<file path="src/rtl/xdebouncer_multi_if.sv">
// ---------------------------------------------------------------------------
// xdebouncer_multi_if : button bus between raw inputs and the debouncer
// Rev 1.0
// ---------------------------------------------------------------------------
`default_nettype none

interface xdebouncer_multi_if #(
  parameter int N_CH = 5
);
  logic [N_CH-1:0] btn_in;
  logic            ready;
  logic [N_CH-1:0] btn_level;
  logic [N_CH-1:0] btn_press;
  logic [N_CH-1:0] btn_release;

  modport master (
    output btn_in,
    input  ready, btn_level, btn_press, btn_release
  );

  modport slave (
    input  btn_in,
    output ready, btn_level, btn_press, btn_release
  );
endinterface

`default_nettype wire

</file>
<file path="src/rtl/xdebouncer_multi.sv">
// ---------------------------------------------------------------------------
// xdebouncer_multi : startup settle timer plus one debounce engine per button
// Optional: DEBOUNCE_SYNC_EN adds a 2-flop input synchroniser per channel.
// Rev 1.0
// ---------------------------------------------------------------------------
`default_nettype none

module xdebouncer_multi #(
  parameter int                N_CH        = 5,
  parameter int                CNT_W       = 20,
  parameter int unsigned       STABLE_CNT  = 500000,
  parameter logic [CNT_W-1:0]  STARTUP_CNT = 20'hFFFFF
) (
  input  wire               clk,
  input  wire               rst,
  xdebouncer_multi_if.slave bus
);

  localparam logic [CNT_W-1:0] STABLE_LAST = CNT_W'(STABLE_CNT - 1);

  logic [CNT_W-1:0]           startup_cnt;
  logic                       ready;
  logic [N_CH-1:0]            s;
  logic [N_CH-1:0][CNT_W-1:0] cnt;
  logic [N_CH-1:0]            lvl;
  logic [N_CH-1:0]            prs;
  logic [N_CH-1:0]            rls;

  always_ff @(posedge clk) begin
    if (rst) begin
      startup_cnt <= STARTUP_CNT;
    end else if (startup_cnt != '0) begin
      startup_cnt <= startup_cnt - CNT_W'(1);
    end
  end

  assign ready = (startup_cnt == '0);

`ifdef DEBOUNCE_SYNC_EN
  logic [N_CH-1:0] sync1;
  logic [N_CH-1:0] sync2;

  // Synchroniser keeps running during startup so it is settled when ready rises.
  always_ff @(posedge clk) begin
    if (rst) begin
      sync1 <= '0;
      sync2 <= '0;
    end else begin
      sync1 <= bus.btn_in;
      sync2 <= sync1;
    end
  end

  assign s = sync2;
`else
  assign s = bus.btn_in;
`endif

  always_ff @(posedge clk) begin
    if (rst) begin
      cnt <= '0;
      lvl <= '0;
      prs <= '0;
      rls <= '0;
    end else begin
      prs <= '0;
      rls <= '0;
      for (int i = 0; i < N_CH; i++) begin
        if (!ready) begin
          cnt[i] <= '0;
          lvl[i] <= 1'b0;
        end else if (s[i] == lvl[i]) begin
          cnt[i] <= '0;
        end else if (cnt[i] == STABLE_LAST) begin
          lvl[i] <= s[i];
          cnt[i] <= '0;
          prs[i] <= s[i];
          rls[i] <= ~s[i];
        end else begin
          cnt[i] <= cnt[i] + CNT_W'(1);
        end
      end
    end
  end

  assign bus.ready       = ready;
  assign bus.btn_level   = lvl;
  assign bus.btn_press   = prs;
  assign bus.btn_release = rls;

endmodule

`default_nettype wire

</file>
<file path="src/flat_wrapper.sv">
// flat-port wrapper written by rule: the top's interface ports become plain ports
module xdebouncer_multi_flat 
#(
  parameter int                N_CH        = 5,
  parameter int                CNT_W       = 20,
  parameter int unsigned       STABLE_CNT  = 500000,
  parameter logic [CNT_W-1:0]  STARTUP_CNT = 20'hFFFFF
)
  (clk, rst, bus_btn_in, bus_ready, bus_btn_level, bus_btn_press, bus_btn_release);
  xdebouncer_multi_if #(.N_CH(N_CH)) bus_i ();
  input  wire clk;
  input  wire rst;
  input wire logic [$bits(bus_i.btn_in)-1:0] bus_btn_in;
  output wire logic [$bits(bus_i.ready)-1:0] bus_ready;
  output wire logic [$bits(bus_i.btn_level)-1:0] bus_btn_level;
  output wire logic [$bits(bus_i.btn_press)-1:0] bus_btn_press;
  output wire logic [$bits(bus_i.btn_release)-1:0] bus_btn_release;
  assign bus_i.btn_in = bus_btn_in;
  assign bus_ready = bus_i.ready;
  assign bus_btn_level = bus_i.btn_level;
  assign bus_btn_press = bus_i.btn_press;
  assign bus_btn_release = bus_i.btn_release;
  xdebouncer_multi #(.N_CH(N_CH), .CNT_W(CNT_W), .STABLE_CNT(STABLE_CNT), .STARTUP_CNT(STARTUP_CNT)) u_core (.clk(clk), .rst(rst), .bus(bus_i));
endmodule
</file>
<file path="config.mk">
export PLATFORM = sky130hd
export DESIGN_NAME = xdebouncer_multi_flat
export DESIGN_NICKNAME = d
export VERILOG_FILES = /design/src/rtl/xdebouncer_multi_if.sv /design/src/rtl/xdebouncer_multi.sv /design/src/flat_wrapper.sv
export SDC_FILE = /design/constraint.sdc
export NUM_CORES = 1
export LEC_CHECK = 0
export CAP_MARGIN = 15
export CORE_ASPECT_RATIO = 0.7
export CORE_MARGIN = 1.5
export CORE_UTILIZATION = 54
export DETAILED_ROUTE_END_ITERATION = 7
export PLACE_DENSITY_LB_ADDON = 0.15
export SLEW_MARGIN = 20
export SYNTH_ARGS = -nofsm -noshare
export SYNTH_HDL_FRONTEND = slang
export SYNTH_SLANG_ARGS = --single-unit
</file>
<file path="constraint.sdc">
create_clock -name clk -period 5.5 [get_ports clk]
set_clock_uncertainty 0.05 [all_clocks]
set_input_delay 0.825 -clock clk [delete_from_list [all_inputs] [get_ports clk]]
set_output_delay 0.825 -clock clk [all_outputs]
set_load 0.05 [all_outputs]
</file>
Yosys cells after proc, flatten, opt, wreduce, memory -nomap -nowiden --
Index checks and enable logic that the tools add are counted.
Word-level totals: flip-flop bits (word level) 135, output and inout port bits 16, word-level logic and storage cells 71
Cells by class: add/subtract/negate cells 6, equality and inequality tests 10, bitwise logic cells 16, reduce and logical (&&, ||, !) cells 18
Operators with widths (count):
- adder 20 x 1 -> 20 bit, second input constant | 5
- equality test 20 x 19 -> 1 bit, second input constant | 5
- OR reduction 4 bit | 10
- logical NOT 20 bit | 1
- nonzero test 20 bit | 1
- subtractor 20 x 1 -> 20 bit, second input constant | 1
- NOT 1 bit | 16
- AND reduction 2 bit | 5
- equality test 1 bit | 5
- OR reduction 2 bit | 1

Depth between registers and ports, before layout --
word-level depth 3, gate-level depth with buffers 9

Worst setup path after synthesis --
No wires, ideal clock.
path kind register -> output, from reg u_core.startup_cnt[3], to out bus_ready, arrival time 1838 ps, data required time 4625 ps, path slack 2787 ps, cell stages (with the launch flop) 4, cell sequence dfxtp_1 -> nor4_2 -> nand2_1 -> nor2_1
Between the ends: word-level cells in the longest chain between the ends 1
RTL lines:
- start, declared | RTL line xdebouncer_multi.sv:21 | logic [CNT_W-1:0] startup_cnt;
- start signal, assigned | RTL line xdebouncer_multi.sv:33 | startup_cnt <= startup_cnt - CNT_W'(1);
- logical NOT 20 bit | RTL line xdebouncer_multi.sv:37 | assign ready = (startup_cnt == '0);
- end, declared | RTL line flat_wrapper.sv:14 | output wire logic [$bits(bus_i.ready)-1:0] bus_ready;
Every way passes these cells.

Worst setup path after layout --
Ends and elaborated chain as after synthesis.

==> results.md <==
- **status** complete, no violations
- **logic depth of the worst setup path including buffers** 4
- **source of the critical timing path** u_core.startup_cnt[3]
- **share of post-route cells with drive strength above 1** 6.658%
- **largest area contributor in the synthesized netlist** dfxtp_1
- **minimum hold slack** 421.4 ps
- **setup repair after global routing missed its margin** no
- **global placement routability congestion** 0.8458
- **cell type of the slowest stage on the worst timing path** clkdlybuf4s50_1
- **die span in y** 93.43 um
- **final number of max-transition violations** 0
- **boundary pin count** 23
- **total of hold buffers inserted after clock tree synthesis** 0
- **minimum clock period after layout** 3854 ps
- **area delta synth->final** 15.81%
- **total number of nets in the final design** 752
- **post-synthesis cell count** 719
- **number of vias per cell after detailed routing** 5.971
- **number of warnings printed during yosys synthesis** 0
- **final hold violations** 0
- **ratio of total power to cell area** 312.1 mW/mm^2
- **register-to-register path setup slack** 2500 ps
- **Critical Path End Type** output pin
- **signal arrival time at the worst endpoint** 2980 ps
- **antenna viol nets, final** 0
- **critical path class** flop to output pin
- **Vias** 5,398
- **net count after synthesis** 733
- **sum of buffers and inverters on the critical path** 1
- **antenna violations before repair** 0
- **worst setup timing slack at the placement stage** 2041 ps
- **Iter 0 DRT Violations** 409
- **largest driver fanout on the critical path** 8
- **clock latency reported for the late side of the worst-skew pair** 410 ps
- **max-capacitance violation count** 0
- **CP startpoint kind** flop
- **mean post-synth cell area** 8.774 um^2
- **Least-Margin Pin Slew** 958.1 ps
- **routed wire length** 13,360 um
- **top cell family by delay on the critical path** simple AND/OR/NAND/NOR gates
- **average wire length per cell after detail routing** 14.78 um
- **Sequential Area** 0.002703 mm^2
- **Clk pin slew, worst setup/hold paths** 60 ps
- **global route overflow** 0
- **total inserted antenna cells** 0
- **total of cells resized after clock tree synthesis** 0
- **Port Buffer Count** 22
- **capture point of the worst path** bus_ready
- **wire length of the first global-routing pass** 23,180 um
- **flops & latches, synth** 135
- **worst ir drop on vdd** 0.0002922 V
- **share of the clock period used by the worst path after layout** 70.07%
- **CTS Buf Count** 17
- **launch point of the worst reg-to-reg path** u_core.startup_cnt[3]
- **clock sinks** 135
- **CTS root buffer** clkbuf_16
- **TritonCTS clock tree** yes
- **total die area** 0.01235 mm^2
- **area of the core** 0.01121 mm^2
- **end of the worst register-to-register path** u_core.bus.btn_release[0]
- **total area of multi-input combinational cells** 0.003398 mm^2
- **Die X-Extent** 132.2 um
- **sequential share of the synthesized area** 42.84%
- **Std-Cell Rows** 32
- **post-route DRC violation count** 0
- **overall fraction of global-route tracks in use** 22.68%
- **Achievable Freq** 259.5 MHz
- **DR pass1 iterations** 4
- **DP HPWL** 8744 um
- **longest individual stage delay on the worst path** 880 ps
- **top cells by area, synth** dfxtp_1 43%, nor3_1 7.5%, xnor2_1 6.7%
- **Mapped Area** 0.006309 mm^2
- **vias in the first global route** 5,061
- **path depth of the worst reg2reg path** 5
- **# setup viols final** 0
- **postcts setup bufs** 0
- **pin count of the biggest net entering global routing** 66
- **Worst EP required** 4620 ps
- **level count of the clock H-tree** 4
- **final-layout fill cell count** 922
- **effective utilization at floorplan** 56.27%
- **cells traversed along the worst timing path** nor4_2 -> nand2_1 -> nor2_1 -> clkdlybuf4s50_1
- **worst slew slack as a fraction of its limit** 35.54%
- **Min-Delay Path Class** flop to flop
- **Synth top area share** 42.84%
- **Setup Total Neg Slack** 0 ps
- **buffers from clock root to sink, at most** 2
- **Worst Slack Setup Final** 1646 ps
- **number of unique standard cell types used by synthesis** 48
- **leakage power summed over all cells** 0.002029 uW
kinds of logic (layout without fill, tap and decap cells):
| kind of cell | count (synthesis) | after routing | share of synthesized area, % |
|---|---|---|---|
| simple gates | 363 | 363 | 33.10 |
| flops | 135 | 135 | 42.84 |
| mux | 6 | 6 | 0.9520 |
| fa+ha+maj | 7 | 7 | 1.388 |
| compound gates | 82 | 82 | 8.072 |
| xor+xnor | 74 | 74 | 10.27 |
| buf+inv | 52 | 84 | 3.372 |
cell usage in the layout (no fill, tap or decap), types with 7 or more instances in the layout:
master / count
nor4b_1: 14
or2_2: 7
or4_1: 19
a21oi_1: 9
inv_1: 25
xnor2_1: 48
clkdlybuf4s50_1: 22
and3_1: 9
nor4_1: 29
o21ai_0: 36
a211oi_1: 22
clkbuf_16: 17
nor3_1: 94
nor2_1: 25
xor2_1: 26
or3_1: 31
nand2_1: 31
ha_1: 7
dfxtp_1: 135
nand3_1: 42
nand4_1: 33
stage by stage:
stage               std cells  cell area, um^2  util (%)  power (uW)
floorplan                 719             6309         -        1023
global placement          872             6640     59.23        1034
detailed placement        872             6640     59.23        1035
CTS                       904             7306     65.17        2297
global route              904             7306     65.17        2346
finish                    904             7306     65.17        2280
sequential cells by signal, summed over array words and instances (netlist names):
signal and flops:
u_core.bus.btn_press 5, u_core.bus.btn_level 5, u_core.cnt 100, u_core.startup_cnt 20, u_core.bus.btn_release 5
power breakdown:
group          leakage, uW  total, uW  internal, uW  switching, uW
sequential         0.00109        981           980           1.56
clock             0.000315       1270           842            424
combinational     0.000625       33.1          11.1           21.9
layer usage:
layer | track usage [%] | up-vias | part of all wire, % | wire [um]
li1 | - | 2743 | - | -
met1 | 30.58 | 2527 | 50 | 6664
met2 | 35.38 | 113 | 45 | 6043
met3 | 4.499 | 15 | 3.7 | 498
met4 | 10.16 | 0 | 1.1 | 152
met5 | 0 | - | 0 | 0
cells in the mapped netlist (all sizes together):
library cell / instances
nor4bb: 1
nor2: 25
or4: 21
o41ai: 1
nand4b: 4
o31a: 1
xnor2: 48
or4bb: 1
a2111o: 1
clkinv: 1
and3: 9
or2: 8
nand2b: 1
dfxtp: 135
o21ai: 40
ha: 7
nor2b: 5
or4b: 3
and2: 1
or3: 32
inv: 25
a21oi: 9
a211o: 2
o21bai: 1
nor3b: 1
nor4: 31
mux2i: 6
a211oi: 22
nor4b: 14
buf: 9
clkbuf: 17
o31ai: 2
nand2: 31
and4: 6
nand4: 33
o211ai: 1
a21boi: 2
nor3: 94
xor2: 26
nand3: 42
area by class of cell:
class	instances	area share, %
timing repair buffer	26	3.425
inverter	26	1.336
clock buffer	21	6.439
sequential	135	36.99
tap	153	2.620
multi-input combinational	532	46.51
clock inverter	11	2.672
worst min path at each step:
stage                   startpoint              to  cells past startpoint
floorplan           u_core.cnt[80]  u_core.cnt[80]                      1
global placement    u_core.cnt[80]  u_core.cnt[80]                      1
detailed placement  u_core.cnt[80]  u_core.cnt[80]                      1
CTS                 u_core.cnt[80]  u_core.cnt[80]                      1
global route        u_core.cnt[80]  u_core.cnt[80]                      1
finish              u_core.cnt[80]  u_core.cnt[80]                      1
Note: power is estimated with default switching activity, not from simulation.
